`src/rtl/sdram_init_monitor_if.sv`:
```
// Command bus seen by the SDRAM init monitor: {cs_n,ras_n,cas_n,we_n}, bank, address.
interface sdram_init_monitor_if;
  logic [3:0]  cmd;
  logic [1:0]  ba;
  logic [12:0] addr;

  modport master (output cmd, ba, addr);
  modport slave  (input  cmd, ba, addr);
endinterface

```
`src/rtl/sdram_init_monitor.sv`:
```
// Checks the SDRAM power-up sequence (power wait, PRECHARGE ALL, N x AUTO REFRESH, LOAD MODE)
// for order and spacing; captures the mode register and latches the first violation.
module sdram_init_monitor #(
  parameter int T_POWER  = 20000,
  parameter int T_RP     = 2,
  parameter int T_RFC    = 7,
  parameter int T_MRD    = 3,
  parameter int AREF_NUM = 8
) (
  input  logic                 sys_clk,
  input  logic                 sys_rst_n,
  sdram_init_monitor_if.slave  bus,
  output logic                 init_ok,
  output logic                 init_err,
  output logic [2:0]           err_code,
  output logic [12:0]          mode_reg,
  output logic [3:0]           aref_cnt
);

  localparam int GAP_MAX0 = (T_RP > T_RFC) ? T_RP : T_RFC;
  localparam int GAP_MAX  = (GAP_MAX0 > T_MRD) ? GAP_MAX0 : T_MRD;
  localparam int GW       = $clog2(GAP_MAX + 1);
  localparam int PW       = $clog2(T_POWER + 1);

  localparam logic [GW-1:0] G_RP  = GW'(T_RP);
  localparam logic [GW-1:0] G_RFC = GW'(T_RFC);
  localparam logic [GW-1:0] G_MRD = GW'(T_MRD);
  localparam logic [GW-1:0] G_MAX = GW'(GAP_MAX);
  localparam logic [PW-1:0] P_MAX = PW'(T_POWER);
  localparam logic [3:0]    A_NUM = 4'(AREF_NUM);

  localparam logic [3:0] C_NOP  = 4'b0111;
  localparam logic [3:0] C_PRE  = 4'b0010;
  localparam logic [3:0] C_AREF = 4'b0001;
  localparam logic [3:0] C_LMR  = 4'b0000;

  typedef enum logic [2:0] {S_PWR, S_PRE, S_REF, S_MRD, S_DONE, S_ERR} state_t;

  state_t          state, state_nx;
  logic [PW-1:0]   pwr_cnt;
  logic [GW-1:0]   gap;
  logic            idle, accept, set_err, set_ok;
  logic [2:0]      err_nx;
  logic [3:0]      aref_nx;
  logic [12:0]     mode_nx;

  assign idle = bus.cmd[3] || (bus.cmd == C_NOP);

  always_comb begin
    state_nx = state;
    accept   = 1'b0;
    set_err  = 1'b0;
    set_ok   = 1'b0;
    err_nx   = 3'd0;
    aref_nx  = aref_cnt;
    mode_nx  = mode_reg;
    case (state)
      S_PWR: if (!idle) begin
        if (pwr_cnt < P_MAX) begin
          set_err = 1'b1; err_nx = 3'd1;
        end else if (bus.cmd == C_PRE && bus.addr[10]) begin
          state_nx = S_PRE; accept = 1'b1;
        end else begin
          set_err = 1'b1; err_nx = 3'd2;
        end
      end
      S_PRE: if (!idle) begin
        // wrong command type is an order error even when it is also too early
        if (bus.cmd != C_AREF) begin
          set_err = 1'b1; err_nx = 3'd4;
        end else if (gap < G_RP) begin
          set_err = 1'b1; err_nx = 3'd5;
        end else begin
          state_nx = S_REF; accept = 1'b1; aref_nx = 4'd1;
        end
      end
      S_REF: if (!idle) begin
        if (bus.cmd == C_AREF) begin
          if (gap < G_RFC) begin
            set_err = 1'b1; err_nx = 3'd5;
          end else begin
            accept  = 1'b1;
            aref_nx = (aref_cnt == 4'd15) ? aref_cnt : aref_cnt + 4'd1;
          end
        end else if (bus.cmd == C_LMR) begin
          if (gap < G_RFC) begin
            set_err = 1'b1; err_nx = 3'd5;
          end else if (aref_cnt < A_NUM) begin
            set_err = 1'b1; err_nx = 3'd3;
          end else if (bus.ba != 2'd0) begin
            set_err = 1'b1; err_nx = 3'd6;
          end else begin
            state_nx = S_MRD; accept = 1'b1; mode_nx = bus.addr;
          end
        end else begin
          set_err = 1'b1; err_nx = 3'd4;
        end
      end
      S_MRD: begin
        // expiry edge wins over a command landing on that same edge
        if (gap >= G_MRD) begin
          state_nx = S_DONE; set_ok = 1'b1;
        end else if (!idle) begin
          set_err = 1'b1; err_nx = 3'd5;
        end
      end
      default: ;
    endcase
    if (set_err) state_nx = S_ERR;
  end

  always_ff @(posedge sys_clk or negedge sys_rst_n) begin
    if (!sys_rst_n) begin
      state    <= S_PWR;
      pwr_cnt  <= '0;
      gap      <= '0;
      init_ok  <= 1'b0;
      init_err <= 1'b0;
      err_code <= 3'd0;
      mode_reg <= 13'd0;
      aref_cnt <= 4'd0;
    end else begin
      state    <= state_nx;
      if (state == S_PWR && pwr_cnt != P_MAX) pwr_cnt <= pwr_cnt + 1'b1;
      // gap = edges since the last accepted command, saturating
      if (accept)            gap <= GW'(1);
      else if (gap != G_MAX) gap <= gap + 1'b1;
      aref_cnt <= aref_nx;
      mode_reg <= mode_nx;
      if (set_ok) init_ok <= 1'b1;
      if (set_err) begin
        init_err <= 1'b1;
        err_code <= err_nx;
      end
    end
  end

endmodule

```
`src/flat_wrapper.sv`:
```
// flat-port wrapper written by rule: the top's interface ports become plain ports
module sdram_init_monitor_flat 
#(
  parameter int T_POWER  = 20000,
  parameter int T_RP     = 2,
  parameter int T_RFC    = 7,
  parameter int T_MRD    = 3,
  parameter int AREF_NUM = 8
)
  (sys_clk, sys_rst_n, init_ok, init_err, err_code, mode_reg, aref_cnt, bus_cmd, bus_ba, bus_addr);
  sdram_init_monitor_if bus_i ();
  input  logic sys_clk;
  input  logic sys_rst_n;
  output logic init_ok;
  output logic init_err;
  output logic [2:0] err_code;
  output logic [12:0] mode_reg;
  output logic [3:0] aref_cnt;
  input wire logic [$bits(bus_i.cmd)-1:0] bus_cmd;
  input wire logic [$bits(bus_i.ba)-1:0] bus_ba;
  input wire logic [$bits(bus_i.addr)-1:0] bus_addr;
  assign bus_i.cmd = bus_cmd;
  assign bus_i.ba = bus_ba;
  assign bus_i.addr = bus_addr;
  sdram_init_monitor #(.T_POWER(T_POWER), .T_RP(T_RP), .T_RFC(T_RFC), .T_MRD(T_MRD), .AREF_NUM(AREF_NUM)) u_core (.sys_clk(sys_clk), .sys_rst_n(sys_rst_n), .bus(bus_i), .init_ok(init_ok), .init_err(init_err), .err_code(err_code), .mode_reg(mode_reg), .aref_cnt(aref_cnt));
endmodule
```
`config.mk`:
```
export PLATFORM = sky130hd
export DESIGN_NAME = sdram_init_monitor_flat
export DESIGN_NICKNAME = d
export VERILOG_FILES = /design/src/rtl/sdram_init_monitor_if.sv /design/src/rtl/sdram_init_monitor.sv /design/src/flat_wrapper.sv
export SDC_FILE = /design/constraint.sdc
export NUM_CORES = 1
export LEC_CHECK = 0
export ABC_AREA = 1
export BUFFER_PORTS_ARGS = -buffer_cell sky130_fd_sc_hd__buf_4
export CAP_MARGIN = 0
export CORE_UTILIZATION = 25
export CTS_CLUSTER_DIAMETER = 80
export DETAILED_ROUTE_END_ITERATION = 10
export GPL_TIMING_DRIVEN = 0
export SLEW_MARGIN = 20
export SYNTH_ARGS = -nofsm -noshare
export SYNTH_HDL_FRONTEND = slang
export SYNTH_SLANG_ARGS = --single-unit
```
`constraint.sdc`:
```
create_clock -name sys_clk -period 1.5 [get_ports sys_clk]
set_input_delay 0.075 -clock sys_clk [delete_from_list [all_inputs] [get_ports sys_clk]]
set_output_delay 0.075 -clock sys_clk [all_outputs]
set_load 0.1 [all_outputs]
```
==> implementation parameters <==
Parameter                              Value

Timing
  Final Hold Violating Endpoints    0
  Total setup violations reported at the end of the flow    5
  Peak clock frequency supported by timing    0.6369 GHz
  Aggregate negative setup slack    -0.2486 ns
  Normalized max-slew margin    0.6322
  Final Skew    0.01544 ns
  Actual transition at the worst max-transition pin    0.5516 ns
  RSZ-0062 raised after global routing    true
  Hold slack    0.01619 ns
  Max Transition Viols Final    0
  Post-layout minimum cycle time    1.570 ns
  Final worst setup slack    -0.07018 ns
  Final critical-path share of the clock period    1.047

Logic synthesis
  Synth warnings    0
  Post-Syn Area    2610 sq um
  Unique cell type count in the Yosys netlist    31
  Share of synthesized area occupied by flip-flops and latches    0.4123
  Mean Syn Cell Area    8.031 sq um
  Cell type with the highest aggregate area in the netlist    sky130_fd_sc_hd__dfrtp_1
  Top-area cell type share of the netlist area    0.4123
  Cell count after synthesis    325
  Seq cells post-synth    43
  Top cells by area in the synthesized netlist    sky130_fd_sc_hd__dfrtp_1, sky130_fd_sc_hd__nand2_1, sky130_fd_sc_hd__inv_1
  Syn nets    352

Finish
  Synthesis-to-layout area growth    41.08%
  Number of filler cells placed in the layout    1005
  Final net count    429
  Fraction of final layout cells sized beyond drive strength 1    0.4417
  Sequential cell area in the final layout    1096 sq um
  Flip-flop count of the largest register, all copies and words added    15
  Post-route standard cell area excluding fillers    3682 sq um
  Area of the multi-input gates    1504 sq um
  Most frequent cells in the layout    sky130_fd_sc_hd__nand2_1, sky130_fd_sc_hd__buf_4, sky130_fd_sc_hd__inv_1
  Most common library cell in the layout ignoring fill and taps    sky130_fd_sc_hd__nand2_1
  Diodes inserted    0

Power
  Clock network fraction of design power    0.432
  Static Leak    1.810 nW
  Net switching share of the total power    0.2281
  Internal power    1.759 mW
  Pwr per Cell Area    619.0 nW/um^2
  Worst vdd ir    0.0004042 V
  Part of the power in combinational logic    0.057
  Relative contribution of sequential cells to total power    0.512
  Net switching power of the design    0.5199 mW

Setup path
  Path depth of the worst reg2reg path    10
  Slowest CP cell    sky130_fd_sc_hd__dfrtp_1
  Cell-by-cell listing of the critical path    ha_2, ha_4, inv_2, nand3_2, inv_2, nand2_4, nand3_4, nand3b_4, nand3_2, and2_4
  Max stage delay on crit path    0.39 ns
  Crit Path Max Fanout    3
  Top cell family by delay on the critical path    simple AND/OR/NAND/NOR gates
  Type of element capturing the critical path    register
  Nature of the critical path startpoint    register
  CP Buf/Inv Count    2
  Data arrival time of the critical path    1.78 ns
  Endpoint required time on the critical path    1.71 ns
  R2R Path End    u_core.err_code[2]$_DFFE_PN0N_
  Launch instance of the worst register-to-register path    u_core.gap[1]$_DFFE_PN0P_
  Slack of the worst reg-to-reg path    -0.07 ns
  CP Class    reg -> reg

Placement
  Post-DP HPWL    4.318 mm
  RePlAce Congestion    0.8318
  Area of placed instances    3124 sq um
  Port-buffer cells    42
  Minimum setup slack after placement    -0.1996 ns

GRT
  Number of global-route vias before repair    2345
  Overall track demand over capacity in global routing    0.1159
  First-pass GRT wire length    10.49 mm
  Number of antenna violations at the first check in global routing    0
  Residual overflow from global routing    0
  Largest net degree at the start of global routing    44

Clock network
  CTS buffer count    5
  H-Tree Depth    2
  Clock latency at the later pin of the worst-skew pair    0.31 ns
  Clk Tree Root Cell    sky130_fd_sc_hd__clkbuf_8
  TritonCTS clock tree    yes
  Sink Count    43
  CTS clk-pin slew, worst paths    0.09 ns
  Max Root-Sink Buffers    2

Route
  Final WL    6.274 mm
  Count of vias placed by the detailed router    2388
  DRC errors left    0
  Average detailed-routed wire length per instance    11.71 um
  Starting DRT DRC Count    103
  Detail-routed via count per cell    4.455
  Count of TritonRoute iterations in the first routing pass    5
  Detail Route Antenna Nets    0

Die
  Area enclosed by the die boundary    10850 sq um
  Vert. Die Dim    104.2 um
  Total I/O pin count    43
  Core Footprint    9955 sq um
  Site Rows    36
  Width of the die    104.2 um
  Starting density of the core    0.2622

Hold path
  Hold Crit Endpoint    u_core.mode_reg[0]$_DFFE_PN0P_
  Cell count of the worst hold path    3
  Hold path startpoint    bus_addr[0]
  Hold Crit Class    in -> reg

Job
  Max-cap violations    0

Outcome
  Run status    finished, violations left
  Violated checks    setup timing
cells by family (layout without fill, tap and decap cells):
kind of cell | after synthesis | after routing | share of synthesized area
AND/OR/NAND/NOR | 172 | 172 | 0.3303
buffers and inverters | 51 | 129 | 0.08341
AO/OA/AOI/OAI | 37 | 37 | 0.09156
XOR/XNOR | 16 | 16 | 0.05369
flip-flops | 43 | 43 | 0.4123
adder cells (fa/ha/maj) | 6 | 6 | 0.02876
power groups by stage:
| stage | registers [mW] | logic [mW] | clock network (mW) |
|---|---|---|---|
| after floorplan | 1.20 | 0.0350 | 0 |
| after global placement | 1.19 | 0.126 | 0 |
| after detailed placement | 1.19 | 0.128 | 0 |
| after CTS | 1.17 | 0.132 | 1.02 |
| after global routing | 1.17 | 0.145 | 1.07 |
| final | 1.17 | 0.130 | 0.984 |
timing repair:
action | in CTS | in global routing
pin swaps | 6 | 12
buffers inserted | 13 | 12
gates cloned | 0 | 2
endpoints found under the setup margin | 34 | 40
hold buffers | 1 | 0
endpoints found under the hold margin | 43 | 0
resized for setup | 11 | 57
worst max-delay path by stage:
stage	start	to	slack, ns	cells past startpoint
CTS	u_core.gap[1]$_DFFE_PN0P_	u_core.err_code[2]$_DFFE_PN0N_	-0.07	11
global placement	u_core.gap[0]$_DFFE_PN0P_	u_core.err_code[2]$_DFFE_PN0N_	-0.16	11
finish	u_core.gap[1]$_DFFE_PN0P_	u_core.err_code[2]$_DFFE_PN0N_	-0.07	10
floorplan	u_core.gap[1]$_DFFE_PN0P_	u_core.err_code[2]$_DFFE_PN0N_	-0.03	10
global route	u_core.gap[1]$_DFFE_PN0P_	u_core.err_code[1]$_DFFE_PN0N_	-0.18	11
detailed placement	u_core.gap[0]$_DFFE_PN0P_	u_core.err_code[2]$_DFFE_PN0N_	-0.20	11
Yosys cell counts (all sizes together):
| cell | count |
|---|---|
| nand3 | 19 |
| xor2 | 7 |
| buf | 6 |
| o31ai | 2 |
| o21ai | 27 |
| a21oi | 8 |
| nand2 | 96 |
| and3 | 1 |
| nor2 | 32 |
| dfrtp | 43 |
| and2 | 1 |
| ha | 6 |
| nor4 | 1 |
| xnor2 | 9 |
| nand3b | 4 |
| inv | 45 |
| nand4 | 9 |
| nor3 | 9 |
worst register-to-register path: cells and delay by family (launching register included):
kind,cells,cell delay [ns]
adder cells (fa/ha/maj),2,0.37
buffers and inverters,2,0.11
flip-flops,1,0.39
AND/OR/NAND/NOR,6,0.61
layer usage:
layer	part of all wire	global-route usage
met2	0.51	0.1981
met4	0.011	0.03571
met5	0	0
met3	0.042	0.02945
met1	0.44	0.1426
through the flow:
stage,util,total power [mW],instances
floorplan,-,1.238,325
global placement,0.3139,1.315,500
detailed placement,0.3139,1.317,500
CTS,0.3402,2.318,522
global route,0.3699,2.378,536
finish,0.3699,2.279,536
area by class of cell:
| type | count | share of cell area |
|---|---|---|
| Buffer | 6 | 0.01733 |
| Clock buffer | 6 | 0.02243 |
| Clock inverter | 2 | 0.01053 |
| Inverter | 45 | 0.04723 |
| Multi-Input combinational cell | 231 | 0.4084 |
| Sequential cell | 43 | 0.2977 |
| Tap cell | 133 | 0.04519 |
| Timing Repair Buffer | 70 | 0.1512 |
No activity file was read; power rests on OpenSTA's default activity.
